[src/rtl/task_sched_if.sv]
// task_sched_if: launch inputs, datapath handshake and display outputs of task_sched
interface task_sched_if #(parameter int DATA_W = 8);
  logic start, sel, done1, done2, found2, s1, s2, busy, valid, err;
  logic [DATA_W-1:0] operand, a_out;
  logic [3:0] result1, hex1_val, hex0_val;
  logic [4:0] loc2;
  modport master(
    output start, sel, operand, done1, result1, done2, found2, loc2,
    input s1, s2, a_out, hex1_val, hex0_val, busy, valid, err
  );
  modport slave(
    input start, sel, operand, done1, result1, done2, found2, loc2,
    output s1, s2, a_out, hex1_val, hex0_val, busy, valid, err
  );
endinterface

[src/rtl/task_sched.sv]
// task_sched: sequences task1/task2 datapaths and latches their results; TASK_SCHED_AUTO_RERUN_EN relaunches on held switch changes
module task_sched #(
  parameter int DATA_W = 8,
  parameter int TIMEOUT_CYCLES = 1024
) (
  input logic clk,
  input logic reset,
  task_sched_if.slave bus
);
  localparam int CW = $clog2(TIMEOUT_CYCLES);
  typedef enum logic [1:0] {IDLE, RUN, RELEASE} state_t;
  state_t state, state_n;
  logic [CW-1:0] cnt, cnt_n;
  logic start_q, sel_r, sel_n, s1_n, s2_n, valid_n, err_n, busy_n, launch, done_x, tmo;
  logic [DATA_W-1:0] a_n;
  logic [7:0] hex_n;
  assign done_x = sel_r ? bus.done2 : bus.done1;
  assign tmo = cnt == CW'(TIMEOUT_CYCLES - 1);
  assign busy_n = state_n != IDLE;
`ifdef TASK_SCHED_AUTO_RERUN_EN
  // a_out and sel_r already hold the operand/sel captured at the last launch
  logic diff, diff_q;
  assign diff = state == IDLE && bus.valid && (bus.operand != bus.a_out || bus.sel != sel_r);
  assign launch = (bus.start && !start_q) || (diff && diff_q);
  // remembers that the switches differed from the last launch on the previous cycle
  always_ff @(posedge clk) diff_q <= reset ? 1'b0 : diff;
`else
  assign launch = bus.start && !start_q;
`endif
  // next-state and next-output logic; done beats a coincident timeout
  always_comb begin
    state_n = state;
    cnt_n = state == IDLE ? cnt : cnt + 1'b1;
    sel_n = sel_r;
    a_n = bus.a_out;
    s1_n = bus.s1;
    s2_n = bus.s2;
    valid_n = bus.valid;
    err_n = bus.err;
    hex_n = {bus.hex1_val, bus.hex0_val};
    case (state)
      IDLE: if (launch) begin
        state_n = RUN;
        cnt_n = '0;
        sel_n = bus.sel;
        a_n = bus.operand;
        s1_n = !bus.sel;
        s2_n = bus.sel;
        valid_n = 1'b0;
        err_n = 1'b0;
      end
      RUN: if (done_x || tmo) begin
        state_n = RELEASE;
        cnt_n = '0;
        s1_n = 1'b0;
        s2_n = 1'b0;
        valid_n = done_x;
        err_n = !done_x;
        hex_n = !done_x ? 8'hEE : !sel_r ? {4'h0, bus.result1} : bus.found2 ? {3'b000, bus.loc2} : 8'hFF;
      end
      RELEASE: if (!done_x) state_n = IDLE;
      else if (tmo) begin
        state_n = IDLE;
        valid_n = 1'b0;
        err_n = 1'b1;
        hex_n = 8'hEE;
      end
      default: state_n = IDLE;
    endcase
  end
  // state and registered outputs
  always_ff @(posedge clk)
    if (reset) begin
      state <= IDLE;
      cnt <= '0;
      start_q <= 1'b0;
      sel_r <= 1'b0;
      bus.s1 <= 1'b0;
      bus.s2 <= 1'b0;
      bus.a_out <= '0;
      bus.hex1_val <= 4'h0;
      bus.hex0_val <= 4'h0;
      bus.busy <= 1'b0;
      bus.valid <= 1'b0;
      bus.err <= 1'b0;
    end else begin
      state <= state_n;
      cnt <= cnt_n;
      start_q <= bus.start;
      sel_r <= sel_n;
      bus.s1 <= s1_n;
      bus.s2 <= s2_n;
      bus.a_out <= a_n;
      {bus.hex1_val, bus.hex0_val} <= hex_n;
      bus.busy <= busy_n;
      bus.valid <= valid_n;
      bus.err <= err_n;
    end
endmodule

[src/flat_wrapper.sv]
// flat-port wrapper written by rule: the top's interface ports become plain ports
module task_sched_flat 
#(
  parameter int DATA_W = 8,
  parameter int TIMEOUT_CYCLES = 1024
)
  (clk, reset, bus_start, bus_sel, bus_operand, bus_done1, bus_result1, bus_done2, bus_found2, bus_loc2, bus_s1, bus_s2, bus_a_out, bus_hex1_val, bus_hex0_val, bus_busy, bus_valid, bus_err);
  task_sched_if #(.DATA_W(DATA_W)) bus_i ();
  input logic clk;
  input logic reset;
  input wire logic [$bits(bus_i.start)-1:0] bus_start;
  input wire logic [$bits(bus_i.sel)-1:0] bus_sel;
  input wire logic [$bits(bus_i.operand)-1:0] bus_operand;
  input wire logic [$bits(bus_i.done1)-1:0] bus_done1;
  input wire logic [$bits(bus_i.result1)-1:0] bus_result1;
  input wire logic [$bits(bus_i.done2)-1:0] bus_done2;
  input wire logic [$bits(bus_i.found2)-1:0] bus_found2;
  input wire logic [$bits(bus_i.loc2)-1:0] bus_loc2;
  output wire logic [$bits(bus_i.s1)-1:0] bus_s1;
  output wire logic [$bits(bus_i.s2)-1:0] bus_s2;
  output wire logic [$bits(bus_i.a_out)-1:0] bus_a_out;
  output wire logic [$bits(bus_i.hex1_val)-1:0] bus_hex1_val;
  output wire logic [$bits(bus_i.hex0_val)-1:0] bus_hex0_val;
  output wire logic [$bits(bus_i.busy)-1:0] bus_busy;
  output wire logic [$bits(bus_i.valid)-1:0] bus_valid;
  output wire logic [$bits(bus_i.err)-1:0] bus_err;
  assign bus_i.start = bus_start;
  assign bus_i.sel = bus_sel;
  assign bus_i.operand = bus_operand;
  assign bus_i.done1 = bus_done1;
  assign bus_i.result1 = bus_result1;
  assign bus_i.done2 = bus_done2;
  assign bus_i.found2 = bus_found2;
  assign bus_i.loc2 = bus_loc2;
  assign bus_s1 = bus_i.s1;
  assign bus_s2 = bus_i.s2;
  assign bus_a_out = bus_i.a_out;
  assign bus_hex1_val = bus_i.hex1_val;
  assign bus_hex0_val = bus_i.hex0_val;
  assign bus_busy = bus_i.busy;
  assign bus_valid = bus_i.valid;
  assign bus_err = bus_i.err;
  task_sched #(.DATA_W(DATA_W), .TIMEOUT_CYCLES(TIMEOUT_CYCLES)) u_core (.clk(clk), .reset(reset), .bus(bus_i));
endmodule
[config.mk]
export PLATFORM = sky130hd
export DESIGN_NAME = task_sched_flat
export DESIGN_NICKNAME = d
export VERILOG_FILES = /design/src/rtl/task_sched_if.sv /design/src/rtl/task_sched.sv /design/src/flat_wrapper.sv
export SDC_FILE = /design/constraint.sdc
export NUM_CORES = 1
export LEC_CHECK = 0
export CORE_ASPECT_RATIO = 1.25
export CORE_MARGIN = 4
export CORE_UTILIZATION = 52
export CTS_CLUSTER_DIAMETER = 120
export DETAILED_ROUTE_END_ITERATION = 10
export PLACE_DENSITY = 0.87
export SETUP_SLACK_MARGIN = 0.2
export SYNTH_ARGS = -nofsm -noshare
export SYNTH_HDL_FRONTEND = slang
export SYNTH_SLANG_ARGS = --single-unit
[constraint.sdc]
create_clock -name clk -period 4.8 [get_ports clk]
set_input_delay 0.48 -clock clk [delete_from_list [all_inputs] [get_ports clk]]
set_output_delay 0.48 -clock clk [all_outputs]
set_load 0.05 [all_outputs]
* Yosys cells after proc, flatten, opt, wreduce, memory -nomap -nowiden *
Index checks and enable logic that the tools add are counted.

storage, ports and cells
  output and inout bits = 21
  register bits = 35
  input port bits = 24
  logic and storage cells = 65

cells by class
  mux-type cells = 31
  add/subtract/negate cells = 1
  reduce and logical (&&, ||, !) cells = 14
  equal/unequal tests = 7

operator list
  cell                                                   count
  2-to-1 mux 8 bit                                       6
  2-to-1 mux 10 bit                                      3
  one-hot mux 10 bit (2 select lines)                    1
  one-hot mux 8 bit (2 select lines)                     1
  2-to-1 mux 1 bit                                       11
  adder 10 x 1 -> 10 bit, second input constant          1
  equality test 10 bit, second input constant            1
  2-to-1 mux 2 bit                                       4
  inequality test 2 x 1 -> 1 bit, second input constant  4
  one-hot mux 1 bit (3 select lines)                     2
  one-hot mux 2 bit (3 select lines)                     1
  nonzero test 2 bit                                     3
  AND reduction 5 bit                                    1
  one-hot mux 1 bit (2 select lines)                     2
  AND reduction 4 bit                                    1
  zero test 1 bit                                        3
  AND reduction 3 bit                                    1
  nonzero test 3 bit                                     1
  equality test 2 x 1 -> 1 bit, second input constant    1
  equality test 2 bit, second input constant             1
  zero test 2 bit                                        1
  AND reduction 2 bit                                    1
  logical AND 1 bit                                      1
  logical OR 1 bit                                       1

* Logic depth before layout (Yosys ltp) *
  depth in word-level cells = 5
  mapped depth = 7
  gate-level depth less buffers = 6

* Worst setup path after synthesis *
OpenSTA, ideal clock, no wires.

  path kind = input to register
  start point = in bus_done1
  end point = reg u_core.bus.hex0_val[1]
  arrival = 1.552 ns
  required time = 4.679 ns
  library setup time = 0.121 ns
  path slack = 3.127 ns
  stages = 5
  buffers on the path = 1
  cells stage by stage = mux2_4 > a31oi_2 > o22a_1 > buf_6 > mux2_4

between the ends
  cells in the longest elaborated chain, start to end = 4
  elaborated cells on any way between the ends = 8
  classes of those cells = eq/ne: 2; mux: 4; reduce/logical: 2

ends and longest elaborated chain
  item                                                                              RTL line                            text
  from (decl)                                                                       flat_wrapper.sv:14                  input wire logic [$bits(bus_i.done1)-1:0] bus_done1;
  2-to-1 mux 1 bit *                                                                task_sched.sv:17                    assign done_x = sel_r ? bus.done2 : bus.done1;
  2-to-1 mux 8 bit / logical OR 1 bit (equally long branches)                       task_sched.sv:59, task_sched.sv:52
  2-to-1 mux 8 bit / inequality test 2 x 1 -> 1 bit (equally long branches)         -
  one-hot mux 8 bit (2 select lines) / AND reduction 4 bit (equally long branches)  -
  to (signal assigned)                                                              task_sched.sv:94                    {bus.hex1_val, bus.hex0_val} <= hex_n;
  to (decl)                                                                         task_sched_if.sv:13                 output s1, s2, a_out, hex1_val, hex0_val, busy, valid, err

Mark *: on every way between the ends. The rest lies on a longest branch, timed or not. The select of a mux whose other input is x is not followed.
A chain may end at the register's enable or synchronous reset.

==> PnR_summary.wiki <==
{| class="wikitable"
! Metric !! Value
|-
| Port buffer count || 44
|-
| Final net count || 271
|-
| 1st-pass router iterations || 4
|-
| Initial DRC Count || 100
|-
| Die extent in x || 60.4 um
|-
| IO Pins || 45
|-
| Inst Count DP || around 270
|-
| Total count of hold-check failures in the final report || 0
|-
| Wire length of the first global-routing pass || ~7000 um
|-
| DRC violations left || 0
|-
| Fin Clk Skew || 0.00539 ns
|-
| Finish-stage setup viols || 0
|-
| Final Util || a little over two thirds
|-
| Clock Latency Late Sink || 0.29 ns
|-
| Vias post-DR || 1601
|-
| Master of the slowest instance on the critical path || sky130_fd_sc_hd__clkdlybuf4s50_1
|-
| Tmin final || 2.46 ns
|-
| Synthesis Warnings || 0
|-
| Highest clock frequency the design can meet || 407 MHz
|-
| Pin count of the biggest net entering global routing || 24
|-
| Average wire per cell in the routed design || 15.0 um
|-
| Hold-fix buffer count after cts || 0
|-
| Worst endpoint data arrival time || ~2.7 ns
|-
| Final Power || 0.682 mW
|-
| Longest Clk Path Bufs || 2
|-
| Final cell area excluding filler cells || 0.00230 mm2
|-
| HPWL after DPL || between 3000 and 4000 um
|-
| TritonCTS Buffers || 5
|-
| Flip-flop and latch count after synthesis || 33
|-
| Vertical die dimension || between 70 and 80 um
|-
| Fraction of final layout cells sized beyond drive strength 1 || 8.23%
|-
| Non-filler instance count after layout || 280
|-
| Sum Neg Setup Slack || 0 ns
|-
| Worst slew margin relative to its limit || 44.4%
|-
| Routed Antenna Nets || 0
|-
| Routability cong. || 0.865
|-
| Top library cells by usage in the layout, fill and taps aside || sky130_fd_sc_hd__clkdlybuf4s50_1, sky130_fd_sc_hd__dfxtp_1, sky130_fd_sc_hd__nand2_1
|-
| Root buffer cell || sky130_fd_sc_hd__clkbuf_8
|-
| Number of gates given a new drive strength after cts || 0
|-
| Peak VDD IR || approximately 0.00023 V
|-
| Type of the worst setup path || in2reg
|-
| Final worst-path cycle share || between 50% and 60%
|-
| Standard-cell row count || 23
|-
| Portion of the post-synthesis area used by sequential elements || 37.0%
|-
| RSZ-0062 raised after global routing || false
|-
| Worst Setup Start Kind || input port
|-
| Number of enable-type register cells in the synthesized netlist || 0
|-
| Pwr/cell area || 297 mW/mm2
|-
| Count of fill cells added during filler insertion || approximately 260
|-
| Overall routing resource usage || 20.5%
|-
| Worst-path maximum fanout || 23
|-
| Leading cell type in the layout, fill and taps excluded || sky130_fd_sc_hd__clkdlybuf4s50_1
|-
| Effective utilization at floorplan || 54.9%
|-
| Leakage power summed over all cells || 0.830 nW
|-
| Number of levels in the clock H-tree || 2
|-
| Antenna violations before repair || 0
|-
| Proportion of netlist area held by the largest area contributor || 37.0%
|-
| Antenna fix cells || 0
|-
| Post-synthesis cell count || 200
|-
| Clock edge transition at the registers on the reported setup and hold paths || 0.07 ns
|-
| Overall die area || 0.00444 mm2
|-
| CTS tree || yes
|-
| Area post-placement || 0.00222 mm2
|-
| Post-detailed-route via-to-cell ratio || 5.72
|-
| Most used DFF post-synth || sky130_fd_sc_hd__dfxtp_1
|-
| Slew at the pin closest to its max-slew limit || between 0.8 and 0.9 ns
|-
| Post-Synthesis Cell Area || 0.00179 mm2
|-
| Top post-synthesis cells by area || sky130_fd_sc_hd__dfxtp_1, sky130_fd_sc_hd__nand2_1, sky130_fd_sc_hd__mux2i_1, sky130_fd_sc_hd__mux2_4, sky130_fd_sc_hd__a21oi_1
|-
| Worst Path Required || 4.99 ns
|-
| Sinks on the clock net || 33
|-
| Max-slew violation count || 0
|-
| Async set-or-reset flop fraction in the synthesized netlist || 0%
|-
| Max-cap violations || 0
|-
| Global route overflow || 0
|-
| Distinct cell type count after synthesis || between 40 and 50
|-
| Placeable Area || 0.00325 mm2
|-
| Type of destination of the critical path || flip-flop
|-
| Cell accounting for the most synthesized area || sky130_fd_sc_hd__dfxtp_1
|-
| Sum of routed wire length over all layers || 4200 um
|-
| Worst hold path type || reg2reg
|-
| Cells along the critical path || clkdlybuf4s50_1 > clkinv_1 > nand3_1 > a22oi_1 > a31o_1
|-
| Layout overhead on the synthesized area || 28.7%
|-
| Result of the run || completed
|-
| Post-CTS setup repair buffer count || 0
|-
| Synthesized area per cell || 8.93 um2
|-
| CP peak stage delay || between 1 and 1.5 ns
|-
| Syn nets || roughly 230
|-
| Vias in the first global route || 1587
|}
[where the power goes]
| group | internal, mW | leakage [nW] | switching [mW] |
|---|---|---|---|
| clock network | 0.100 | 0.0450 | 0.101 |
| logic | 0.0742 | 0.516 | 0.107 |
| registers | 0.289 | 0.268 | 0.0103 |
| total | 0.464 | 0.830 | 0.219 |
[worst paths after layout]
kind                                     startpoint                      to  slack (ns)  cells past startpoint
worst max-delay path                          reset           u_core.cnt[6]        2.34                      5
worst max register to register         u_core.sel_r  u_core.bus.hex0_val[1]        2.69                      4
worst min register to register  u_core.bus.a_out[1]     u_core.bus.a_out[1]        0.46                      2
worst min-delay path            u_core.bus.a_out[1]     u_core.bus.a_out[1]        0.46                      2
[critical path, delay by kind of cell]
kind	cells	cell delay [ns]
AND/OR/NAND/NOR	1	0.34
AO/OA/AOI/OAI	2	0.32
buffers and inverters	2	1.50
[cells in the mapped netlist, types with 5 or more instances]
master                     instances
sky130_fd_sc_hd__a21oi_1          13
sky130_fd_sc_hd__clkbuf_1          5
sky130_fd_sc_hd__dfxtp_1          33
sky130_fd_sc_hd__ha_1              5
sky130_fd_sc_hd__inv_1            12
sky130_fd_sc_hd__mux2_4            5
sky130_fd_sc_hd__mux2i_1          10
sky130_fd_sc_hd__nand2_1          32
sky130_fd_sc_hd__nand3_1           5
sky130_fd_sc_hd__nor2_1            8
sky130_fd_sc_hd__nor2b_1           6
sky130_fd_sc_hd__o21ai_0           9
[final cells by class]
type	instances	area [um2]	share of cell area, %
Multi-Input combinational cell	145	1020	44.4
Sequential cell	33	661	28.7
Timing Repair Buffer	44	440	19.2
Clock buffer	6	72.6	3.16
Inverter	13	48.8	2.12
Tap cell	37	46.3	2.01
Clock inverter	2	10.0	0.435
[routing by layer]
| layer | track usage (%) | share of wire [%] |
|---|---|---|
| met1 | 23.2 | 40 |
| met2 | 35.0 | 52 |
| met3 | 5.27 | 6.4 |
| met4 | 10.4 | 1.9 |
| met5 | 0 | 0 |
[sequential cells by signal (all words and copies together) (netlist names), 2 cells and up]
register and count:
u_core.bus.a_out 8, u_core.bus.hex0_val 4, u_core.bus.hex1_val 2, u_core.cnt 10, u_core.state 2
[cell families after synthesis]
kind of cell / count (synthesis) / synth area share (%)
simple gates: 74 / 21.3
compound gates: 48 / 21.0
flops: 33 / 37.0
buf+inv: 22 / 5.89
mux: 15 / 9.81
fa+ha+maj: 5 / 3.50
xor+xnor: 3 / 1.47
[metrics by stage]
stage	setup slack, ns	hold WS [ns]
finish	2.34	0.457
floorplan	3.13	0.477
detailed placement	2.09	0.450
CTS	2.37	0.459
global route	2.17	0.480
global placement	2.15	0.442
No activity file was read; power rests on OpenSTA's default activity.
